==> src/rtl/diff_scan_pkg.sv <==
// Shared encodings for the diff_scan block: operand-difference scan modes and FSM states.
package diff_scan_pkg;

    localparam logic [1:0] MODE_LOW  = 2'b00;
    localparam logic [1:0] MODE_HIGH = 2'b01;
    localparam logic [1:0] MODE_HAM  = 2'b10;

    localparam logic [1:0] ST_IDLE = 2'd0;
    localparam logic [1:0] ST_SCAN = 2'd1;
    localparam logic [1:0] ST_DONE = 2'd2;

    // Mode 11 behaves exactly like the lowest-index scan.
    function automatic logic [1:0] norm_mode(input logic [1:0] m);
        return ((m == MODE_HIGH) || (m == MODE_HAM)) ? m : MODE_LOW;
    endfunction

endpackage

==> src/rtl/diff_chunk.sv <==
// Combinational slice analyser: any-set flag, lowest/highest set-bit index and popcount.
module diff_chunk #(
    parameter  int unsigned CHUNK = 8,
    localparam int unsigned IW    = (CHUNK > 1) ? $clog2(CHUNK) : 1,
    localparam int unsigned PW    = $clog2(CHUNK + 1)
) (
    input  logic [CHUNK-1:0] slice,
    output logic             any,
    output logic [IW-1:0]    lo_idx,
    output logic [IW-1:0]    hi_idx,
    output logic [PW-1:0]    pop
);

    always_comb begin
        any    = |slice;
        lo_idx = '0;
        hi_idx = '0;
        pop    = '0;
        for (int unsigned i = 0; i < CHUNK; i++) begin
            if (slice[i]) begin
                hi_idx = IW'(i);
                pop    = pop + PW'(1);
            end
        end
        for (int unsigned i = CHUNK; i > 0; i--) begin
            if (slice[i-1]) lo_idx = IW'(i - 1);
        end
    end

endmodule

==> src/rtl/diff_scan.sv <==
// Multi-cycle scan of a^b one CHUNK slice per cycle: lowest/highest differing bit or Hamming distance.
module diff_scan
    import diff_scan_pkg::*;
#(
    parameter int unsigned WIDTH = 32,
    parameter int unsigned CHUNK = 8
) (
    input  logic                     clk,
    input  logic                     rst_n,
    input  logic                     start,
    input  logic [WIDTH-1:0]         a,
    input  logic [WIDTH-1:0]         b,
    input  logic [1:0]               mode,
    output logic                     busy,
    output logic                     done,
    output logic [$clog2(WIDTH):0]   result,
    output logic                     equal
);

    localparam int unsigned NCH = WIDTH / CHUNK;
    localparam int unsigned RW  = $clog2(WIDTH) + 1;
    localparam int unsigned CW  = (NCH > 1) ? $clog2(NCH) : 1;
    localparam int unsigned IW  = (CHUNK > 1) ? $clog2(CHUNK) : 1;
    localparam int unsigned PW  = $clog2(CHUNK + 1);

    logic [1:0]       state_q,  state_d;
    logic [WIDTH-1:0] diff_q,   diff_d;
    logic [1:0]       mode_q,   mode_d;
    logic [CW-1:0]    cnt_q,    cnt_d;
    logic [RW-1:0]    acc_q,    acc_d;
    logic [RW-1:0]    result_q, result_d;
    logic             equal_q,  equal_d;

    logic [CW-1:0]    idx;
    logic [CHUNK-1:0] slice;
    logic             any;
    logic [IW-1:0]    lo_idx, hi_idx;
    logic [PW-1:0]    pop;
    logic [RW-1:0]    base, pos, ham_sum;
    logic             last;

    diff_chunk #(.CHUNK(CHUNK)) u_chunk (
        .slice  (slice),
        .any    (any),
        .lo_idx (lo_idx),
        .hi_idx (hi_idx),
        .pop    (pop)
    );

    // Counter always counts up; high mode walks slices from the top by mirroring it.
    always_comb begin
        idx   = (mode_q == MODE_HIGH) ? (CW'(NCH - 1) - cnt_q) : cnt_q;
        slice = '0;
        for (int unsigned i = 0; i < NCH; i++) begin
            if (CW'(i) == idx) slice = diff_q[i*CHUNK +: CHUNK];
        end
        base    = RW'(idx) * RW'(CHUNK);
        pos     = base + RW'((mode_q == MODE_HIGH) ? hi_idx : lo_idx);
        ham_sum = acc_q + RW'(pop);
        last    = (cnt_q == CW'(NCH - 1));
    end

    always_comb begin
        state_d  = state_q;
        diff_d   = diff_q;
        mode_d   = mode_q;
        cnt_d    = cnt_q;
        acc_d    = acc_q;
        result_d = result_q;
        equal_d  = equal_q;
        case (state_q)
            ST_IDLE, ST_DONE: begin
                if (start) begin
                    state_d  = ST_SCAN;
                    diff_d   = a ^ b;
                    mode_d   = norm_mode(mode);
                    cnt_d    = '0;
                    acc_d    = '0;
                    result_d = '0;
                    equal_d  = 1'b0;
                end else if (state_q == ST_DONE) begin
                    state_d = ST_IDLE;
                end
            end
            ST_SCAN: begin
                if (mode_q == MODE_HAM) begin
                    acc_d = ham_sum;
                    if (last) begin
                        state_d  = ST_DONE;
                        result_d = ham_sum;
                        equal_d  = (ham_sum == '0);
                    end else begin
                        cnt_d = cnt_q + CW'(1);
                    end
                end else if (any) begin
                    state_d  = ST_DONE;
                    result_d = pos;
                    equal_d  = 1'b0;
                end else if (last) begin
                    state_d  = ST_DONE;
                    result_d = '0;
                    equal_d  = 1'b1;
                end else begin
                    cnt_d = cnt_q + CW'(1);
                end
            end
            default: state_d = ST_IDLE;
        endcase
    end

    always_ff @(posedge clk or negedge rst_n) begin
        if (!rst_n) begin
            state_q  <= ST_IDLE;
            diff_q   <= '0;
            mode_q   <= MODE_LOW;
            cnt_q    <= '0;
            acc_q    <= '0;
            result_q <= '0;
            equal_q  <= 1'b0;
        end else begin
            state_q  <= state_d;
            diff_q   <= diff_d;
            mode_q   <= mode_d;
            cnt_q    <= cnt_d;
            acc_q    <= acc_d;
            result_q <= result_d;
            equal_q  <= equal_d;
        end
    end

    assign busy   = (state_q == ST_SCAN);
    assign done   = (state_q == ST_DONE);
    assign result = result_q;
    assign equal  = equal_q;

endmodule
==> config.mk <==
export PLATFORM = sky130hd
export DESIGN_NAME = diff_scan
export DESIGN_NICKNAME = d
export VERILOG_FILES = /design/src/rtl/diff_scan_pkg.sv /design/src/rtl/diff_chunk.sv /design/src/rtl/diff_scan.sv
export SDC_FILE = /design/constraint.sdc
export NUM_CORES = 1
export LEC_CHECK = 0
export ABC_AREA = 0
export BUFFER_PORTS_ARGS = -buffer_cell sky130_fd_sc_hd__buf_2
export CAP_MARGIN = 20
export CORE_MARGIN = 5
export CORE_UTILIZATION = 56
export DETAILED_ROUTE_END_ITERATION = 6
export GPL_ROUTABILITY_DRIVEN = 0
export GPL_TIMING_DRIVEN = 0
export PLACE_DENSITY = 0.91
export SKIP_LAST_GASP = 1
export SYNTH_ARGS = -nofsm -noshare
export SYNTH_HDL_FRONTEND = slang
export SYNTH_SLANG_ARGS = --single-unit
==> constraint.sdc <==
create_clock -name clk -period 6.5 [get_ports clk]
set_input_delay 0.65 -clock clk [delete_from_list [all_inputs] [get_ports clk]]
set_output_delay 0.65 -clock clk [all_outputs]
set_load 0.01 [all_outputs]
==> results.sh, run 1 <==
export IMPL_outcome="finished clean"
export IMPL_syn_to_final_growth_pct=18.2
export IMPL_finalCritPeriodShare=0.942
export IMPL_critPathKind="reg2reg"
export IMPL_yosysTopAreaCell="dfrtp_1"
export IMPL_regArea_sq_um=1280
export IMPL_initial_utilization=0.582
export IMPL_crit_reg2reg_launch="cnt_q[1]"
export IMPL_drt_iter0_markers=277
export IMPL_clk_latency_ns=0.32
export IMPL_rr_worst_depth=29
export IMPL_finalHoldViolCount=0
export IMPL_diodes=0
export IMPL_slowest_stage="mux4_2"
export IMPL_required_ns=6.72
export IMPL_cts_tree="built"
export IMPL_num_rows=29
export IMPL_wl_um=9340
export IMPL_cts_max_path_buffers=2
export IMPL_synthCells=382
export IMPL_synth_most_common_cell="nand2_1"
export IMPL_cts_root_buf="clkbuf_8"
export IMPL_drc=0
export IMPL_ant_nets=0
export IMPL_r2r_slack_ns=0.38
export IMPL_ys_top_cells_by_count="nand2_1, dfrtp_1, o21ai_0"
export IMPL_layout_nets=553
export IMPL_crit_fanout=10
export IMPL_ys_ff_latch=51
export IMPL_io_pin_count=78
export IMPL_dp_hpwl_um=6910
export IMPL_max_cap_viol_count=0
export IMPL_crit_reg2reg_capture="result[5]"
export IMPL_worstMarginPinSlew_ns=0.524
export IMPL_grt_max_degree=52
export IMPL_avgSynthCellArea_sq_um=9.78
export IMPL_cp_common_cell="ha_1"
export IMPL_port_buffer_count=77
export IMPL_ys_seq_area_frac=0.342
export IMPL_grt_use_total=0.222
export IMPL_hold_path_class="in2async"
export IMPL_overflow=0
export IMPL_syn_nets=463
export IMPL_crit_buf_inv=5
export IMPL_ys_flop_type="dfrtp_1"
export IMPL_relSlewSlack=0.641
export IMPL_cts_sinks=51
export IMPL_multiInputGateArea_sq_um=2340
export IMPL_synthTopCellsByArea="dfrtp_1, xnor2_1, o21ai_0"
export IMPL_drv_slew=0
export IMPL_synth_warnings=0
export IMPL_routedWlPerCell_um=17.0
export IMPL_setup_violations=0
export IMPL_htree_levels=2
export IMPL_endpoint_kind="register"
export IMPL_drive_above_1_share=0.304
export IMPL_skew_ns=0.0151
export IMPL_fp_dieH_um=91.7
export IMPL_grt_first_pass_wirelength_um=15200
export IMPL_synth_edf_count=0
export IMPL_antenna_found_initial=0
export IMPL_cts_buffers_inserted=5
export IMPL_die_area_sq_um=8400
export IMPL_fillers=459
export IMPL_core_region_area_sq_um=6420
export IMPL_async_flop_share=1.00
export IMPL_yosysTopAreaCellShare=0.342
export IMPL_cp_arrival_ns=6.34
export IMPL_synthDistinctLibCells=75
export IMPL_vias=3277
export IMPL_netlist_area_sq_um=3730
export IMPL_period_minus_slack_ns=6.12
export IMPL_max_freq_mhz=163
export IMPL_cp_start_kind="register"
export IMPL_dieWidth_um=91.7
export IMPL_first_pass_iters=5
export IMPL_fin_ws_ns=0.377
export IMPL_crit_family="adder cells"
export IMPL_vias_per_cell=5.96
export IMPL_place_ws_ns=0.0326
export IMPL_slowest_delay_ns=0.54
export IMPL_path_clk_slew_ns=0.10
export IMPL_grt_pass1_vias=3363
==> timing repair <==
item | CTS | global route
gates resized for setup | 1 | 11
hold buffers | 0 | 0
pin swaps | 0 | 1
buffers inserted | 0 | 5
setup endpoints to repair | 1 | 4
==> metrics by stage <==
| step | hold slack, ns | TNS [ns] | util | instance area (sq um) | instances |
|---|---|---|---|---|---|
| 6_report | 0.187 | 0 | 0.687 | 4410 | 550 |
| 5_1_grt | 0.205 | -0.0812 | 0.687 | 4410 | 550 |
| 4_1_cts | 0.499 | 0 | 0.672 | 4320 | 544 |
| 3_5_place_dp | 0.474 | 0 | 0.657 | 4220 | 536 |
| 3_3_place_gp | 0.455 | 0 | 0.657 | 4220 | 536 |
| 2_1_floorplan | 0.354 | 0 | - | 3730 | 382 |
==> worst max path at each step <==
stage	slack (ns)	from	cells after the start	to
floorplan	0.76	cnt_q[1]	29	equal
global placement	0.20	cnt_q[1]	29	equal
detailed placement	0.03	cnt_q[1]	29	equal
CTS	0.07	cnt_q[1]	29	equal
global route	-0.06	cnt_q[1]	29	equal
finish	0.38	cnt_q[1]	29	result[5]
==> cell usage in the layout (no fill, tap or decap), types with 3 or more instances in the layout <==
cell type	n
nor3_1	3
buf_2	84
clkbuf_1	5
nor2b_1	6
ha_1	10
a21o_1	4
inv_1	7
nor2_1	14
buf_1	3
buf_4	5
mux4_1	3
xnor2_1	41
nand3_1	6
a21oi_1	6
o21ai_0	48
mux4_2	7
o21ai_1	6
nand2_1	60
nand2b_1	6
dfrtp_1	49
a31oi_1	5
clkbuf_8	6
buf_6	3
mux2i_1	8
xor2_1	8
==> per-layer routing <==
metal,vias up,global-route usage,share of wire
met5,-,0,0
met4,0,0.0817,0.029
met3,29,0.0426,0.065
met2,159,0.393,0.51
met1,1557,0.269,0.40
li1,1532,-,-
==> flip-flops by register name, summed over array words and instances, names as in the netlist <==
register  cells
acc_q         6
cnt_q         2
diff_q       32
equal         1
mode_q        2
result        6
state_q       2
==> worst reg2reg max path, delay by kind of cell (launching register included) <==
family                     cells  cell delay (ns)
and+or+nand+nor                7             0.81
DFF                            1             0.43
adders and majority gates      5             1.52
muxes                          4             1.34
xor gates and xnor gates       3             0.58
AOI/OAI and AO/OA              5             0.82
buffers and inverters          5             0.53
==> cell type report <==
| type | instances | share of cell area |
|---|---|---|
| plain buffers | 19 | 0.0269 |
| clock buffers | 6 | 0.0187 |
| clock inverters | 2 | 0.00312 |
| inverters | 10 | 0.00907 |
| multi-input cells | 302 | 0.530 |
| flip-flops and latches | 51 | 0.290 |
| well taps | 77 | 0.0218 |
| repair buffers | 83 | 0.100 |
==> cells by family (layout without fill, tap and decap cells) <==
family,after synthesis,after routing,share of synthesized area
muxes,23,23,0.102
and+or+nand+nor,116,116,0.160
DFF,51,51,0.342
AOI/OAI and AO/OA,98,98,0.176
buffers and inverters,29,120,0.0419
xor gates and xnor gates,53,53,0.135
adders and majority gates,12,12,0.0422
Power of run 1 is left out: the tool's default activity adds up to more than one toggle a clock period on the data nets, which glitch-free logic cannot reach.
==> inputs of run 2 (changes only) <==
==> constraint.sdc (replaced) <==
create_clock -name clk -period 7.9 [get_ports clk]
set_input_delay 0.79 -clock clk [delete_from_list [all_inputs] [get_ports clk]]
set_output_delay 0.79 -clock clk [all_outputs]
set_load 0.01 [all_outputs]
==> run 2 against run 1 <==
  * Sequential share of layout area up 0.48 points
  * Utilization fell by 1.2 points
  * Fmax shrank 7.0%
  * Via count decreased by 2.7%
  * Largest cell class unchanged
  * Highest routed layer unchanged
==> results.sh, run 2 (synthesized netlist as in run 1, its figures left out) <==
export IMPL_vias=3190
export IMPL_finalHoldViolCount=0
export IMPL_max_freq_mhz=152
export IMPL_final_cell_mix="buf_2, nand2_1, dfrtp_1, o21ai_0, xnor2_1"
export IMPL_outcome="finished clean"
export IMPL_wl_um=8870
export IMPL_setup_violations=0
export IMPL_met1_usage=0.266
export IMPL_relSlewSlack=0.642
export IMPL_grt_max_degree=52
export IMPL_grt_setup_unrepaired="false"
export IMPL_worstMarginPinSlew_ns=0.522
export IMPL_die_area_sq_um=8400
export IMPL_top_register="diff_q"
export IMPL_slowest_delay_ns=0.55
export IMPL_dp_hpwl_um=6910
export IMPL_largest_register_ffs=32
export IMPL_finalCritPeriodShare=0.833
export IMPL_grt_use_total=0.221
export IMPL_hold_path_class="in2async"
export IMPL_cts_root_buf="clkbuf_8"
export IMPL_endpoint_kind="register"
export IMPL_dieWidth_um=91.7
export IMPL_syn_to_final_growth_pct=16.0
export IMPL_max_cap_viol_count=0
export IMPL_critPathKind="reg2reg"
export IMPL_first_pass_iters=4
export IMPL_post_cts_resized=0
export IMPL_crit_reg2reg_capture="equal"
export IMPL_tns_ns=0
export IMPL_path_clk_slew_ns=0.10
export IMPL_ctsHoldBuffers=0
export IMPL_grt_pass1_vias=3353
export IMPL_num_rows=29
export IMPL_period_minus_slack_ns=6.58
export IMPL_slowest_stage="mux4_2"
export IMPL_layout_nets=548
export IMPL_required_ns=8.15
export IMPL_clk_latency_ns=0.32
export IMPL_met2_usage=0.391
export IMPL_cts_buffers_inserted=5
export IMPL_htree_levels=2
export IMPL_core_region_area_sq_um=6420
export IMPL_ant_nets=0
export IMPL_grt_first_pass_wirelength_um=15100
export IMPL_overflow=0
export IMPL_layout_cells_most_common="buf_2"
export IMPL_fillers=473
export IMPL_cts_max_path_buffers=2
export IMPL_crit_reg2reg_launch="cnt_q[1]"
export IMPL_crit_fanout=6
export IMPL_grt_met3_usage=0.0442
export IMPL_routedWlPerCell_um=16.3
export IMPL_fp_dieH_um=91.7
export IMPL_post_cts_setup_buffer_count=0
export IMPL_cts_sinks=51
export IMPL_diodes=0
export IMPL_vias_per_cell=5.85
export IMPL_port_buffer_count=77
export IMPL_drt_iter0_markers=256
export IMPL_io_pin_count=78
export IMPL_cp_start_kind="register"
export IMPL_initial_utilization=0.582
export IMPL_drc=0
export IMPL_busiest_layer="met2"
export IMPL_cts_tree="built"
export IMPL_r2r_slack_ns=1.32
export IMPL_cp_common_cell="ha_1"
export IMPL_cp_arrival_ns=6.83
export IMPL_drv_slew=0
export IMPL_skew_ns=0.0162
export IMPL_rr_worst_depth=29
export IMPL_antenna_found_initial=0
export IMPL_drive_above_1_share=0.280
[run 2: per-layer routing]
layer,share of wire,vias up
met5,0,-
met4,0.019,0
met3,0.060,16
met2,0.52,119
met1,0.40,1530
li1,-,1525
[run 2: cell type report]
| cell class | count | area [sq um] | area share |
|---|---|---|---|
| sequential | 51 | 1280 | 0.295 |
| tap | 77 | 96.3 | 0.0222 |
| multi-input combinational | 302 | 2300 | 0.531 |
| timing repair buffer | 78 | 405 | 0.0936 |
| clock inverter | 2 | 13.8 | 0.00318 |
| clock buffer | 6 | 82.6 | 0.0191 |
| buffer | 19 | 119 | 0.0274 |
| inverter | 10 | 37.5 | 0.00866 |
[run 2: worst max-delay path: cells and delay by family, from the launching register on]
kind                       cells  cell delay [ns]
and+or+nand+nor                7             1.04
DFF                            1             0.44
AOI/OAI and AO/OA              7             1.17
xor gates and xnor gates       3             0.60
buffers and inverters          4             0.46
adders and majority gates      5             1.54
muxes                          3             1.26
[run 2: through the flow]
step,utilization,hold slack (ns),setup slack [ns],instance area (sq um),std cells
4_1_cts,0.672,0.499,1.37,4310,544
3_3_place_gp,0.657,0.455,1.60,4220,536
5_1_grt,0.675,0.345,0.811,4330,545
2_1_floorplan,-,0.442,2.16,3730,382
3_5_place_dp,0.657,0.474,1.43,4220,536
6_report,0.675,0.330,1.32,4330,545
[run 2: worst max-delay path by stage]
stage,start,to,slack [ns],depth (start not counted)
finish,cnt_q[1],equal,1.32,29
global route,cnt_q[1],equal,0.81,29
detailed placement,cnt_q[1],equal,1.43,29
CTS,cnt_q[1],equal,1.37,29
global placement,cnt_q[1],equal,1.60,29
floorplan,cnt_q[1],equal,2.16,29
Power of run 2 is left out for the same reason.
